File: src/rtl/uart_frame_ctrl.sv
// Frame-level receive controller behind a UART receiver.
// Hunts for SYNC, collects LEN and payload, verifies the XOR checksum and holds
// a good frame for the consumer until it is acknowledged. Receiver errors and
// inter-byte timeouts pulse the receiver reset and count the lost frame.
module uart_frame_ctrl #(
    parameter int unsigned TIMEOUT_CLKS = 4340,
    parameter int unsigned MAX_LEN      = 16,
    parameter logic [7:0]  SYNC_BYTE    = 8'hA5,
    parameter int unsigned RESYNC_CLKS  = 2
) (
    input  logic       i_clk,
    input  logic       i_reset,
    input  logic       i_rxStrobe,
    input  logic [7:0] i_rxByte,
    input  logic       i_rxError,
    output logic       o_rxReset,
    output logic       o_frameValid,
    input  logic       i_frameAck,
    output logic [4:0] o_frameLen,
    input  logic [4:0] i_rdAddr,
    output logic [7:0] o_rdData,
    output logic       o_crcError,
    output logic       o_timeoutError,
    output logic [7:0] o_dropCount
);

    typedef enum logic [2:0] {
        StHunt,
        StLen,
        StPayload,
        StCheck,
        StHold,
        StResync
    } state_t;

    localparam logic [7:0]  MaxLenByte = 8'(MAX_LEN);
    localparam logic [4:0]  MaxLenAddr = 5'(MAX_LEN);
    localparam logic [16:0] ToLimit    = 17'(TIMEOUT_CLKS - 1);
    localparam logic [15:0] ResyncLast = 16'(RESYNC_CLKS - 1);

    state_t      state;
    logic [4:0]  idx;
    logic [7:0]  chk;
    logic [15:0] toCnt;
    logic [15:0] rsCnt;
    // 32 entries so any 5-bit address indexes safely; only MAX_LEN are ever used.
    logic [7:0]  buffer [32];

    logic [16:0] toCntInc;
    logic        toExpire;
    logic        dropEvent;
    logic        bufWe;

    assign toCntInc = {1'b0, toCnt} + 17'd1;
    // The idle cycle that would bring the counter to TIMEOUT_CLKS-1 fires the timeout.
    assign toExpire = (toCntInc >= ToLimit);

    // Decode which cycles discard data and which write the payload buffer.
    always_comb begin
        dropEvent = 1'b0;
        bufWe     = 1'b0;
        if (!i_reset) begin
            case (state)
                StLen, StPayload, StCheck: begin
                    if (i_rxError) begin
                        dropEvent = 1'b1;
                    end else if (i_rxStrobe) begin
                        case (state)
                            StLen:     dropEvent = (i_rxByte == 8'd0) || (i_rxByte > MaxLenByte);
                            StPayload: bufWe = 1'b1;
                            default:   dropEvent = (i_rxByte != chk);
                        endcase
                    end else begin
                        dropEvent = toExpire;
                    end
                end
                StHold:  dropEvent = i_rxStrobe;
                default: ;
            endcase
        end
    end

    // Frame sequencing FSM with registered outputs.
    always_ff @(posedge i_clk) begin
        if (i_reset) begin
            state          <= StHunt;
            idx            <= 5'd0;
            chk            <= 8'd0;
            toCnt          <= 16'd0;
            rsCnt          <= 16'd0;
            o_rxReset      <= 1'b0;
            o_frameValid   <= 1'b0;
            o_frameLen     <= 5'd0;
            o_crcError     <= 1'b0;
            o_timeoutError <= 1'b0;
            o_dropCount    <= 8'd0;
        end else begin
            o_crcError     <= 1'b0;
            o_timeoutError <= 1'b0;
            if (dropEvent && (o_dropCount != 8'hFF)) begin
                o_dropCount <= o_dropCount + 8'd1;
            end
            case (state)
                StHunt: begin
                    if (i_rxError) begin
                        state     <= StResync;
                        o_rxReset <= 1'b1;
                        rsCnt     <= 16'd0;
                    end else if (i_rxStrobe && (i_rxByte == SYNC_BYTE)) begin
                        state <= StLen;
                        toCnt <= 16'd0;
                    end
                end
                StLen, StPayload, StCheck: begin
                    if (i_rxError) begin
                        state     <= StResync;
                        o_rxReset <= 1'b1;
                        rsCnt     <= 16'd0;
                    end else if (i_rxStrobe) begin
                        toCnt <= 16'd0;
                        case (state)
                            StLen: begin
                                if ((i_rxByte == 8'd0) || (i_rxByte > MaxLenByte)) begin
                                    state <= StHunt;
                                end else begin
                                    o_frameLen <= i_rxByte[4:0];
                                    chk        <= i_rxByte;
                                    idx        <= 5'd0;
                                    state      <= StPayload;
                                end
                            end
                            StPayload: begin
                                chk <= chk ^ i_rxByte;
                                idx <= idx + 5'd1;
                                if (idx == (o_frameLen - 5'd1)) begin
                                    state <= StCheck;
                                end
                            end
                            default: begin
                                if (i_rxByte == chk) begin
                                    state        <= StHold;
                                    o_frameValid <= 1'b1;
                                end else begin
                                    state      <= StHunt;
                                    o_crcError <= 1'b1;
                                end
                            end
                        endcase
                    end else if (toExpire) begin
                        o_timeoutError <= 1'b1;
                        state          <= StResync;
                        o_rxReset      <= 1'b1;
                        rsCnt          <= 16'd0;
                    end else begin
                        toCnt <= toCntInc[15:0];
                    end
                end
                StHold: begin
                    if (i_frameAck) begin
                        state        <= StHunt;
                        o_frameValid <= 1'b0;
                    end
                end
                StResync: begin
                    if (rsCnt == ResyncLast) begin
                        state     <= StHunt;
                        o_rxReset <= 1'b0;
                    end else begin
                        rsCnt <= rsCnt + 16'd1;
                    end
                end
                default: state <= StHunt;
            endcase
        end
    end

    // Payload storage; contents survive reset.
    always_ff @(posedge i_clk) begin
        if (bufWe) begin
            buffer[idx] <= i_rxByte;
        end
    end

    // Registered read port, one cycle latency.
    always_ff @(posedge i_clk) begin
        if (i_reset) begin
            o_rdData <= 8'd0;
        end else begin
            o_rdData <= (i_rdAddr < MaxLenAddr) ? buffer[i_rdAddr] : 8'd0;
        end
    end

endmodule

File: config.mk
export PLATFORM = sky130hd
export DESIGN_NAME = uart_frame_ctrl
export DESIGN_NICKNAME = d
export VERILOG_FILES = /design/src/rtl/uart_frame_ctrl.sv
export SDC_FILE = /design/constraint.sdc
export NUM_CORES = 1
export LEC_CHECK = 0
export CORE_MARGIN = 1
export CORE_UTILIZATION = 45
export DETAILED_ROUTE_END_ITERATION = 10
export GPL_TIMING_DRIVEN = 0
export PLACE_DENSITY = 0.73
export SLEW_MARGIN = 20
export SYNTH_ARGS = -nofsm -noshare
export SYNTH_HDL_FRONTEND = slang
export SYNTH_SLANG_ARGS = --single-unit
File: constraint.sdc
create_clock -name i_clk -period 3.2 [get_ports i_clk]
set_clock_uncertainty 0.15 [all_clocks]
set_input_delay 0.32 -clock i_clk [delete_from_list [all_inputs] [get_ports i_clk]]
set_output_delay 0.32 -clock i_clk [all_outputs]
set_load 0.01 [all_outputs]
==> results of run 1 <==
## logic make-up after synthesis
logic type	count (synthesis)
AOI/OAI and AO/OA	84
and+or+nand+nor	242
muxes	46
buffers and inverters	53
DFF	201
adders and majority gates	10
xor gates and xnor gates	44
## flip-flops by register name, indices dropped and copies added, names as in the netlist
signal / flops
o_timeoutError: 1
idx: 5
o_rdData: 8
o_dropCount: 8
o_rxReset: 1
o_frameValid: 1
o_crcError: 1
state: 3
rsCnt: 16
o_frameLen: 5
buffer: 128
chk: 8
toCnt: 16
## power by group through the flow
stage	Sequential, uW	Combinational [uW]	Clock (uW)
after floorplan	2870	342	0
after global placement	2870	528	0
after detailed placement	2870	530	0
after CTS	2810	531	2440
after global routing	2810	591	2540
final	2810	546	2400
## critical path, cell delays in order, from the launching register on
cell and delay, ns:
dfxtp_2 0.39, ha_1 0.15, buf_2 0.19, nand3_1 0.17
a211o_1 0.30, a22oi_1 0.23, a311o_2 0.29, a211oi_2 0.14
buf_2 0.24, nor4b_1 0.41, xnor2_1 0.16, nor2_1 0.05
## routing by layer
metal | track usage | vias to the layer above | routed length [um]
met1 | 0.261 | 2716 | 8310
met4 | 0.0504 | 0 | 423
li1 | - | 2679 | -
met2 | 0.308 | 183 | 8930
met5 | 0 | - | 0
met3 | 0.0259 | 26 | 1060
## final timing paths
kind / end / slack (ns) / from / cells past startpoint
worst min-delay path: o_timeoutError$_SDFF_PP0_ / 0.04 / i_rxStrobe / 2
worst max register to register: rsCnt[10]$_SDFFE_PP0P_ / 0.19 / toCnt[1]$_SDFFE_PP0P_ / 11
worst min register to register: o_frameValid$_SDFFE_PP0P_ / 0.32 / o_frameValid$_SDFFE_PP0P_ / 2
worst max-delay path: rsCnt[10]$_SDFFE_PP0P_ / 0.19 / toCnt[1]$_SDFFE_PP0P_ / 11
## area by class of cell
| cell class | count | area, um^2 | share of cell area |
|---|---|---|---|
| Sequential cell | 201 | 5310 | 0.515 |
| Multi-Input combinational cell | 426 | 3350 | 0.325 |
| Clock buffer | 28 | 612 | 0.0594 |
| Timing Repair Buffer | 42 | 408 | 0.0396 |
| Tap cell | 260 | 325 | 0.0316 |
| Buffer | 40 | 174 | 0.0169 |
| Clock inverter | 10 | 81.3 | 0.00789 |
| Inverter | 13 | 48.8 | 0.00474 |
## synth_stat cells, drive strengths merged (3+ instances only)
library cell	count	area (um^2)
nand3b	3	22.5
and2	6	37.5
nor3	16	85.1
a31oi	8	50.1
or3	9	56.3
ha	10	125
a21oi	23	115
buf	17	87.6
nor4	8	50.1
dfxtp	73	1460
a21o	3	22.5
nand3	18	90.1
clkbuf	23	86.3
o21ai	13	65.1
and3	7	48.8
o31ai	3	36.3
xor2	7	61.3
mux2i	6	63.8
inv	13	48.8
nand2b	3	18.8
a311oi	9	78.8
edfxtp	128	3840
a211oi	4	35.0
nor2b	12	75.1
nor4b	12	120
nor2	66	250
nor3b	4	30.0
o21a	4	30.0
mux4	40	901
nand2	60	225
xnor2	37	332
nand4	10	77.6
## timing repair
item                                    4_1_cts  5_1_grt
setup buffers                                 0        4
pin swaps                                     0        1
gates resized for setup                       4        4
endpoints found under the setup margin        7       22
## per-stage QoR
| stage | area (um^2) | std cells |
|---|---|---|
| 2_1_floorplan | 8870 | 680 |
| 3_3_place_gp | 9570 | 978 |
| 3_5_place_dp | 9570 | 978 |
| 4_1_cts | 10300 | 1016 |
| 5_1_grt | 10300 | 1020 |
| 6_report | 10300 | 1020 |
==> reports/metrics.csv, run 1 <==
metric,value,unit
status,"complete, no violations",
route.detailed.drc,0,
synth_mux_area_frac,0.109,
grt_antenna_before_repair,0,
cts_tree,yes,
worstSetupStartpointType,register,
ys_seq_area_frac,0.598,
maxCapViolations,0,
drt-total-wl,18700,um
syn_nets,708,
synth_edf_count,128,
syn_inst,680,
dieArea,20300,um^2
yosys.area_share.simple,0.141,
p_clk_frac,0.417,
drive_above_1_share,0.142,
vias_per_cell,5.49,
p_comb_frac,0.095,
timing.final.ws_setup,0.189,ns
synthFlopType,edfxtp_1,
die_w,142,um
async_flop_share,0,
clock-root-buffer,clkbuf_16,
io_buffers,38,
irDropWorstVdd,0.451,mV
grt_max_degree,22,
whs,0.0399,ns
crit_fanout,10,
insertedDiodeCount,0,
core-area,19000,um^2
synth_area,8870,um^2
ios,43,
synth-seq-cells,201,
synth_top_family_by_area,simple AND/OR/NAND/NOR gates,
p_sw,1330,uW
chipHeight,142,um
critical_path_required,3.43,ns
drt_iter0_drc,337,
p_int,4430,uW
final_util,0.542,
p_leak,0.00327,uW
design_power_total,5760,uW
finalHoldViolations,0,
area_growth,16.2,%
postRouteAntennaNets,0,
grt_pass1_vias,5267,
worstSetupEndpointType,register,
grt_overflow,0,
fmax,332,MHz
num_vias,5604,
grt_pass1_wl,29200,um
avgSynthCellArea,13.0,um^2
nNetsFinal,773,
clk_pin_slew,0.06,ns
yosysWarnings,0,
rows,50,
clock-sinks,201,
synth-adder-area-share,0.0141,
p_sw_frac,0.231,
grt.total_usage,0.188,
dr.pass1.iters,5,
rsz0062_at_grt,false,
initial_core_util,0.466,
detailedPlace.worstSlack,-0.561,ns
route.detailed.wl_per_inst,18.4,um
fill_cells,1574,
setup_tns,0,ns
worst_pin_slew,1.07,ns
layout_common_cells,"edfxtp_1, dfxtp_1, nor2_1, nand2_1, mux4_2",
slew_viol_final,0,
numCtsBuffers,21,
maxSlewHeadroom,0.282,
ys_types,65,
final_common_cell,edfxtp_1,
p_per_area,559,nW/um^2
hold_path.class,in2reg,
fin_crit_sh,0.941,
synth_compound_area_frac,0.0683,
max-clock-path-buffers,3,
p_seq_frac,0.488,
cp_data_arrival_time,3.24,ns
crit_type,reg2reg,
cts-hold-fix-buffers,0,
synth_xor_area_frac,0.0443,
finalSetupViolations,0,
finalCriticalPeriod,3.01,ns
htree_levels,1,
clk_latency,0.49,ns
hpwl,12400,um
place_congestion,0.871,
No activity file was read; power rests on OpenSTA's default activity.
==> run 2: changes to the inputs <==
--- a/config.mk
+++ b/config.mk
@@ -5,7 +5,7 @@
 export SDC_FILE = /design/constraint.sdc
 export NUM_CORES = 1
 export LEC_CHECK = 0
-export CORE_MARGIN = 1
+export CORE_MARGIN = 2
 export CORE_UTILIZATION = 45
 export DETAILED_ROUTE_END_ITERATION = 10
 export GPL_TIMING_DRIVEN = 0
==> reports/metrics.csv, run 2 (synthesized netlist as in run 1, its figures left out) <==
metric,value,unit,change
status,"complete, no violations",,unchanged
dr.pass1.iters,5,,unchanged
critical_path_required,3.47,ns,was 3.43 ns
crit_type,reg2reg,,unchanged
maxSlewHeadroom,0.380,,was 0.282
worstSetupStartpointType,register,,unchanged
largest-register,buffer,,unchanged
hold_path.class,in2reg,,unchanged
r2r_slack,0.21,ns,was 0.19 ns
place_congestion,0.881,,was 0.871
rows,51,,was 50
cp-startpoint,toCnt[0]$_SDFFE_PP0P_,,was toCnt[1]$_SDFFE_PP0P_
htree_levels,1,,unchanged
final_common_cell,edfxtp_1,,unchanged
die_w,144,um,was 142 um
timing.final.ws_setup,0.215,ns,was 0.189 ns
dieArea,20800,um^2,was 20300 um^2
cp_data_arrival_time,3.25,ns,was 3.24 ns
insertedDiodeCount,0,,unchanged
drt_iter0_drc,504,,was 337
ff2ff_path_depth,10,,was 11
num_vias,5668,,was 5604
finalCriticalPeriod,2.99,ns,was 3.01 ns
nNetsFinal,771,,was 773
ff_latch_area,5310,um^2,about the same
fmax,335,MHz,was 332 MHz
finalHoldViolations,0,,unchanged
final_cell_area,10200,um^2,was 10300 um^2
worstSetupEndpointType,register,,unchanged
area_growth,15.4,%,was 16.2%
numCtsBuffers,21,,unchanged
rsz0062_at_grt,false,,unchanged
multi_input_area,3360,um^2,was 3350 um^2
largest_registers,"buffer (128), rsCnt (16), toCnt (16)",,unchanged
hpwl,12200,um,was 12400 um
grt_pass1_vias,5458,,was 5267
route.detailed.drc,0,,unchanged
initial_core_util,0.457,,was 0.466
max-clock-path-buffers,3,,unchanged
grt_overflow,0,,unchanged
drive_above_1_share,0.133,,was 0.142
core-area,19400,um^2,was 19000 um^2
dp.cells,983,,was 978
cts-hold-fix-buffers,0,,unchanged
irDropWorstVdd,0.305,mV,was 0.451 mV
drt-total-wl,18800,um,was 18700 um
largest_reg_flops,128,,unchanged
reg2reg_from,toCnt[0]$_SDFFE_PP0P_,,was toCnt[1]$_SDFFE_PP0P_
clock-sinks,201,,unchanged
cts_tree,yes,,unchanged
crit_fanout,9,,was 10
io_buffers,38,,unchanged
chipHeight,144,um,was 142 um
fin_crit_sh,0.933,,was 0.941
grt_max_degree,22,,unchanged
slew_viol_final,0,,unchanged
detailedPlace.worstSlack,-0.719,ns,was -0.561 ns
setup_tns,0,ns,unchanged
final_util,0.528,,was 0.542
worst_pin_slew,0.928,ns,was 1.07 ns
p_per_area,548,nW/um^2,was 559 nW/um^2
clk_pin_slew,0.06,ns,about the same
fill_cells,1669,,was 1574
maxCapViolations,0,,unchanged
instances_no_fill,1022,,was 1020
route.detailed.wl_per_inst,18.4,um,about the same
ios,43,,unchanged
clock-root-buffer,clkbuf_16,,unchanged
r2r-end,state[2]$_SDFFE_PP0P_,,was rsCnt[10]$_SDFFE_PP0P_
postRouteAntennaNets,0,,unchanged
p_leak,0.00323,uW,was 0.00327 uW
grt.total_usage,0.186,,was 0.188
clk_latency,0.49,ns,about the same
endpoint,state[2]$_SDFFE_PP0P_,,was rsCnt[10]$_SDFFE_PP0P_
dpl_cell_area,9580,um^2,was 9570 um^2
finalSetupViolations,0,,unchanged
vias_per_cell,5.55,,was 5.49
grt_pass1_wl,29800,um,was 29200 um
layout_common_cells,"edfxtp_1, dfxtp_1, nor2_1, nand2_1, mux4_2",,unchanged
grt_antenna_before_repair,0,,unchanged
-- run 2: changes by cell type in the layout (fill, tap and decap cells not counted), sizes merged --
cell / previous run / this run
clkinv: 6 / 9
clkbuf: 51 / 52
clkinvlp: 2 / 0
dlygate4sd2: 4 / 1
dlymetal6s2s: 1 / 2
buf: 21 / 19
clkdlybuf4s50: 33 / 32
-- run 2: cell type report --
cell class,count,share of cell area
clock inverters,11,0.00782
plain buffers,40,0.0170
clock buffers,26,0.0532
repair buffers,40,0.0375
multi-input cells,426,0.329
well taps,265,0.0324
inverters,13,0.00477
flip-flops and latches,201,0.519
-- run 2: per-layer routing --
metal	routed length, um	up-vias	GRT usage
li1	-	2687	-
met1	7880	2794	0.239
met2	9550	159	0.329
met3	1010	28	0.0325
met4	396	0	0.0475
met5	0	-	0
-- run 2: power breakdown --
| group | switching (uW) | internal [uW] | leakage, uW |
|---|---|---|---|
| clock network | 962 | 1290 | 0.000305 |
| registers | 33.3 | 2780 | 0.00174 |
| logic | 326 | 220 | 0.00118 |
| total | 1320 | 4290 | 0.00323 |
-- run 2: how the worst min path moves through the flow --
stage	from	slack, ns	to	cells past startpoint
global route	i_rxStrobe	0.06	o_timeoutError$_SDFF_PP0_	2
floorplan	i_rxByte[0]	0.27	buffer[0][0]$_DFFE_PP_	0
CTS	i_rxStrobe	0.02	o_timeoutError$_SDFF_PP0_	2
finish	i_rxStrobe	0.05	o_timeoutError$_SDFF_PP0_	2
detailed placement	rsCnt[15]$_SDFFE_PP0P_	0.32	rsCnt[15]$_SDFFE_PP0P_	1
global placement	rsCnt[15]$_SDFFE_PP0P_	0.32	rsCnt[15]$_SDFFE_PP0P_	1
-- run 2: critical path, cell delays in order (launching register included) --
cell and delay, ns:
dfxtp_1 0.42, ha_1 0.17, buf_2 0.19, nand3_1 0.20, a211o_1 0.31, a22oi_1 0.19, a311o_2 0.30, a2111oi_4 0.11
nand3b_1 0.28, or3_1 0.43, a31oi_1 0.16
-- run 2: timing repair --
action,4_1_cts,5_1_grt
setup buffers,0,2
gates resized for setup,4,12
gates cloned,0,0
pin swaps,0,1
endpoints found under the setup margin,10,30
-- run 2: metrics by stage --
| step | hold slack (ns) | total power [uW] |
|---|---|---|
| 5_1_grt | 0.0623 | 5810 |
| 6_report | 0.0539 | 5610 |
| 4_1_cts | 0.0164 | 5620 |
| 3_5_place_dp | 0.318 | 3400 |
| 2_1_floorplan | 0.269 | 3210 |
| 3_3_place_gp | 0.317 | 3390 |
==> run 3: changes to the inputs <==
==> constraint.sdc (replaced) <==
create_clock -name i_clk -period 3.2 [get_ports i_clk]
set_clock_uncertainty 0.15 [all_clocks]
set_input_delay 0.64 -clock i_clk [delete_from_list [all_inputs] [get_ports i_clk]]
set_output_delay 0.64 -clock i_clk [all_outputs]
set_load 0.01 [all_outputs]
==> reports/metrics.csv, run 3 (synthesized netlist as in run 1, its figures left out) <==
metric,value,unit,change
p_clk_frac,0.401,,about the same
finalCriticalPeriod,3.11,ns,was 2.99 ns
critical_path_required,3.17,ns,was 3.47 ns
die_w,144,um,unchanged
clk_pin_slew,0.06,ns,about the same
final_util,0.529,,was 0.528
chipHeight,144,um,unchanged
slew_viol_final,0,,unchanged
grt_pass1_vias,5458,,unchanged
worstSetupStartpointType,input port,,was register
clock-sinks,201,,unchanged
cts_tree,yes,,unchanged
cts-hold-fix-buffers,0,,unchanged
drt-total-wl,18900,um,was 18800 um
insertedDiodeCount,0,,unchanged
p_sw,1320,uW,about the same
dieArea,20800,um^2,unchanged
fmax,322,MHz,was 335 MHz
grt_overflow,0,,unchanged
grt_antenna_before_repair,0,,unchanged
timing.final.ws_setup,0.0902,ns,was 0.215 ns
largest_registers,"buffer (128), rsCnt (16), toCnt (16)",,unchanged
r2r_slack,0.22,ns,was 0.21 ns
grt.total_usage,0.186,,unchanged
max-clock-path-buffers,3,,unchanged
numCtsBuffers,21,,unchanged
p_int,4290,uW,about the same
initial_core_util,0.457,,unchanged
ff2ff_path_depth,10,,unchanged
final_common_cell,edfxtp_1,,unchanged
hpwl,12200,um,unchanged
clk_latency,0.49,ns,about the same
postRouteAntennaNets,0,,unchanged
maxCapViolations,0,,unchanged
fin_crit_sh,0.972,,was 0.933
rows,51,,unchanged
finalHoldViolations,0,,unchanged
drt_iter0_drc,473,,was 504
rsz0062_at_grt,true,,was false
nNetsFinal,771,,unchanged
io_buffers,38,,unchanged
grt_pass1_wl,29800,um,unchanged
route.detailed.wl_per_inst,18.5,um,was 18.4 um
instances_no_fill,1022,,unchanged
ios,43,,unchanged
hp-start,rsCnt[15]$_SDFFE_PP0P_,,was i_rxStrobe
crit_fanout,8,,was 9
largest-register,buffer,,unchanged
layout_common_cells,"edfxtp_1, dfxtp_1, nand2_1, nor2_1, mux4_2",,"was edfxtp_1, dfxtp_1, nor2_1, nand2_1, mux4_2"
finalSetupViolations,0,,unchanged
ff_latch_area,5310,um^2,unchanged
vias_per_cell,5.54,,was 5.55
multi_input_area,3390,um^2,was 3360 um^2
largest_reg_flops,128,,unchanged
cp_data_arrival_time,3.08,ns,was 3.25 ns
detailedPlace.worstSlack,-1.04,ns,was -0.719 ns
area_growth,15.7,%,was 15.4%
p_per_area,547,nW/um^2,was 548 nW/um^2
place_congestion,0.881,,unchanged
dr.pass1.iters,5,,unchanged
core-area,19400,um^2,unchanged
crit_type,in2reg,,was reg2reg
p_sw_frac,0.236,,about the same
whs_endpoint,rsCnt[15]$_SDFFE_PP0P_,,was o_timeoutError$_SDFF_PP0_
grt_max_degree,22,,unchanged
num_vias,5659,,was 5668
route.detailed.drc,0,,unchanged
drive_above_1_share,0.152,,was 0.133
fill_cells,1666,,was 1669
htree_levels,1,,unchanged
clock-root-buffer,clkbuf_16,,unchanged
whs,0.330,ns,was 0.0539 ns
p_comb_frac,0.097,,about the same
irDropWorstVdd,0.306,mV,was 0.305 mV
r2r-end,state[2]$_SDFFE_PP0P_,,unchanged
p_seq_frac,0.502,,about the same
whs_path_depth,1,,was 2
worstSetupEndpointType,register,,unchanged
status,"complete, no violations",,unchanged
dp.cells,983,,unchanged
reg2reg_from,toCnt[0]$_SDFFE_PP0P_,,unchanged
worst_pin_slew,0.913,ns,was 0.928 ns
hold_path.class,reg2reg,,was in2reg
p_leak,0.00322,uW,was 0.00323 uW
maxSlewHeadroom,0.391,,was 0.380
[run 3: cell count changes in the layout (fill, tap and decap cells not counted)]
cell             previous run  this run
nor2_1                     65        53
nor2_2                      1        13
clkdlybuf4s15_2             0         3
clkdlybuf4s50_1            32        30
dlygate4sd2_1               1         3
dlymetal6s2s_1              2         0
buf_1                       6         5
nor4b_1                     9        10
nor4b_2                     2         1
[run 3: what timing repair did]
item,4_1_cts,5_1_grt
resized for setup,14,20
setup buffers,0,2
pin swaps,0,1
endpoints found under the setup margin,45,160
[run 3: critical path: stages]
cell and delay [ns]:
clkdlybuf4s50_1 0.50, nor3_1 0.45, nand2_1 0.17, nor3_1 0.40, nand2_1 0.23, nor2_1 0.68
[run 3: per-layer routing]
layer	track usage	part of all wire	up-vias
li1	-	-	2688
met1	0.239	0.41	2774
met5	0	0	-
met3	0.0325	0.057	31
met2	0.329	0.51	166
met4	0.0475	0.022	0
[run 3: final cells by class]
cell class	instances	area share
Clock inverter	11	0.00780
Clock buffer	26	0.0530
Buffer	40	0.0171
Timing Repair Buffer	40	0.0376
Inverter	13	0.00476
Tap cell	265	0.0323
Multi-Input combinational cell	426	0.330
Sequential cell	201	0.517
[run 3: stage by stage]
stage / power (uW) / TNS [ns] / instance area (um^2)
after global placement: 3390 / -62.06 / 9580
after global routing: 5810 / -3.20 / 10300
after floorplan: 3210 / 0 / 8870
after detailed placement: 3400 / -76.80 / 9580
final: 5610 / 0 / 10300
after CTS: 5620 / 0 / 10200
[run 3: how the worst max path moves through the flow]
| stage | from | end | slack (ns) |
|---|---|---|---|
| 6_report | i_rxError | buffer[1][3]$_DFFE_PP_ | 0.09 |
| 5_1_grt | i_rxError | buffer[1][2]$_DFFE_PP_ | -0.13 |
| 4_1_cts | i_rxByte[3] | chk[4]$_SDFFE_PP0P_ | 0.02 |
| 3_5_place_dp | i_rxByte[2] | chk[6]$_SDFFE_PP0P_ | -1.04 |
| 3_3_place_gp | i_rxByte[2] | chk[4]$_SDFFE_PP0P_ | -0.93 |
| 2_1_floorplan | i_rdAddr[0] | o_rdData[0]$_SDFF_PP0_ | 0.39 |
[run 3: power by group through the flow]
| stage | logic, uW | clock network, uW | registers (uW) |
|---|---|---|---|
| finish | 544 | 2250 | 2810 |
| global route | 595 | 2400 | 2820 |
| global placement | 521 | 0 | 2870 |
| floorplan | 342 | 0 | 2870 |
| detailed placement | 529 | 0 | 2870 |
| CTS | 533 | 2280 | 2810 |
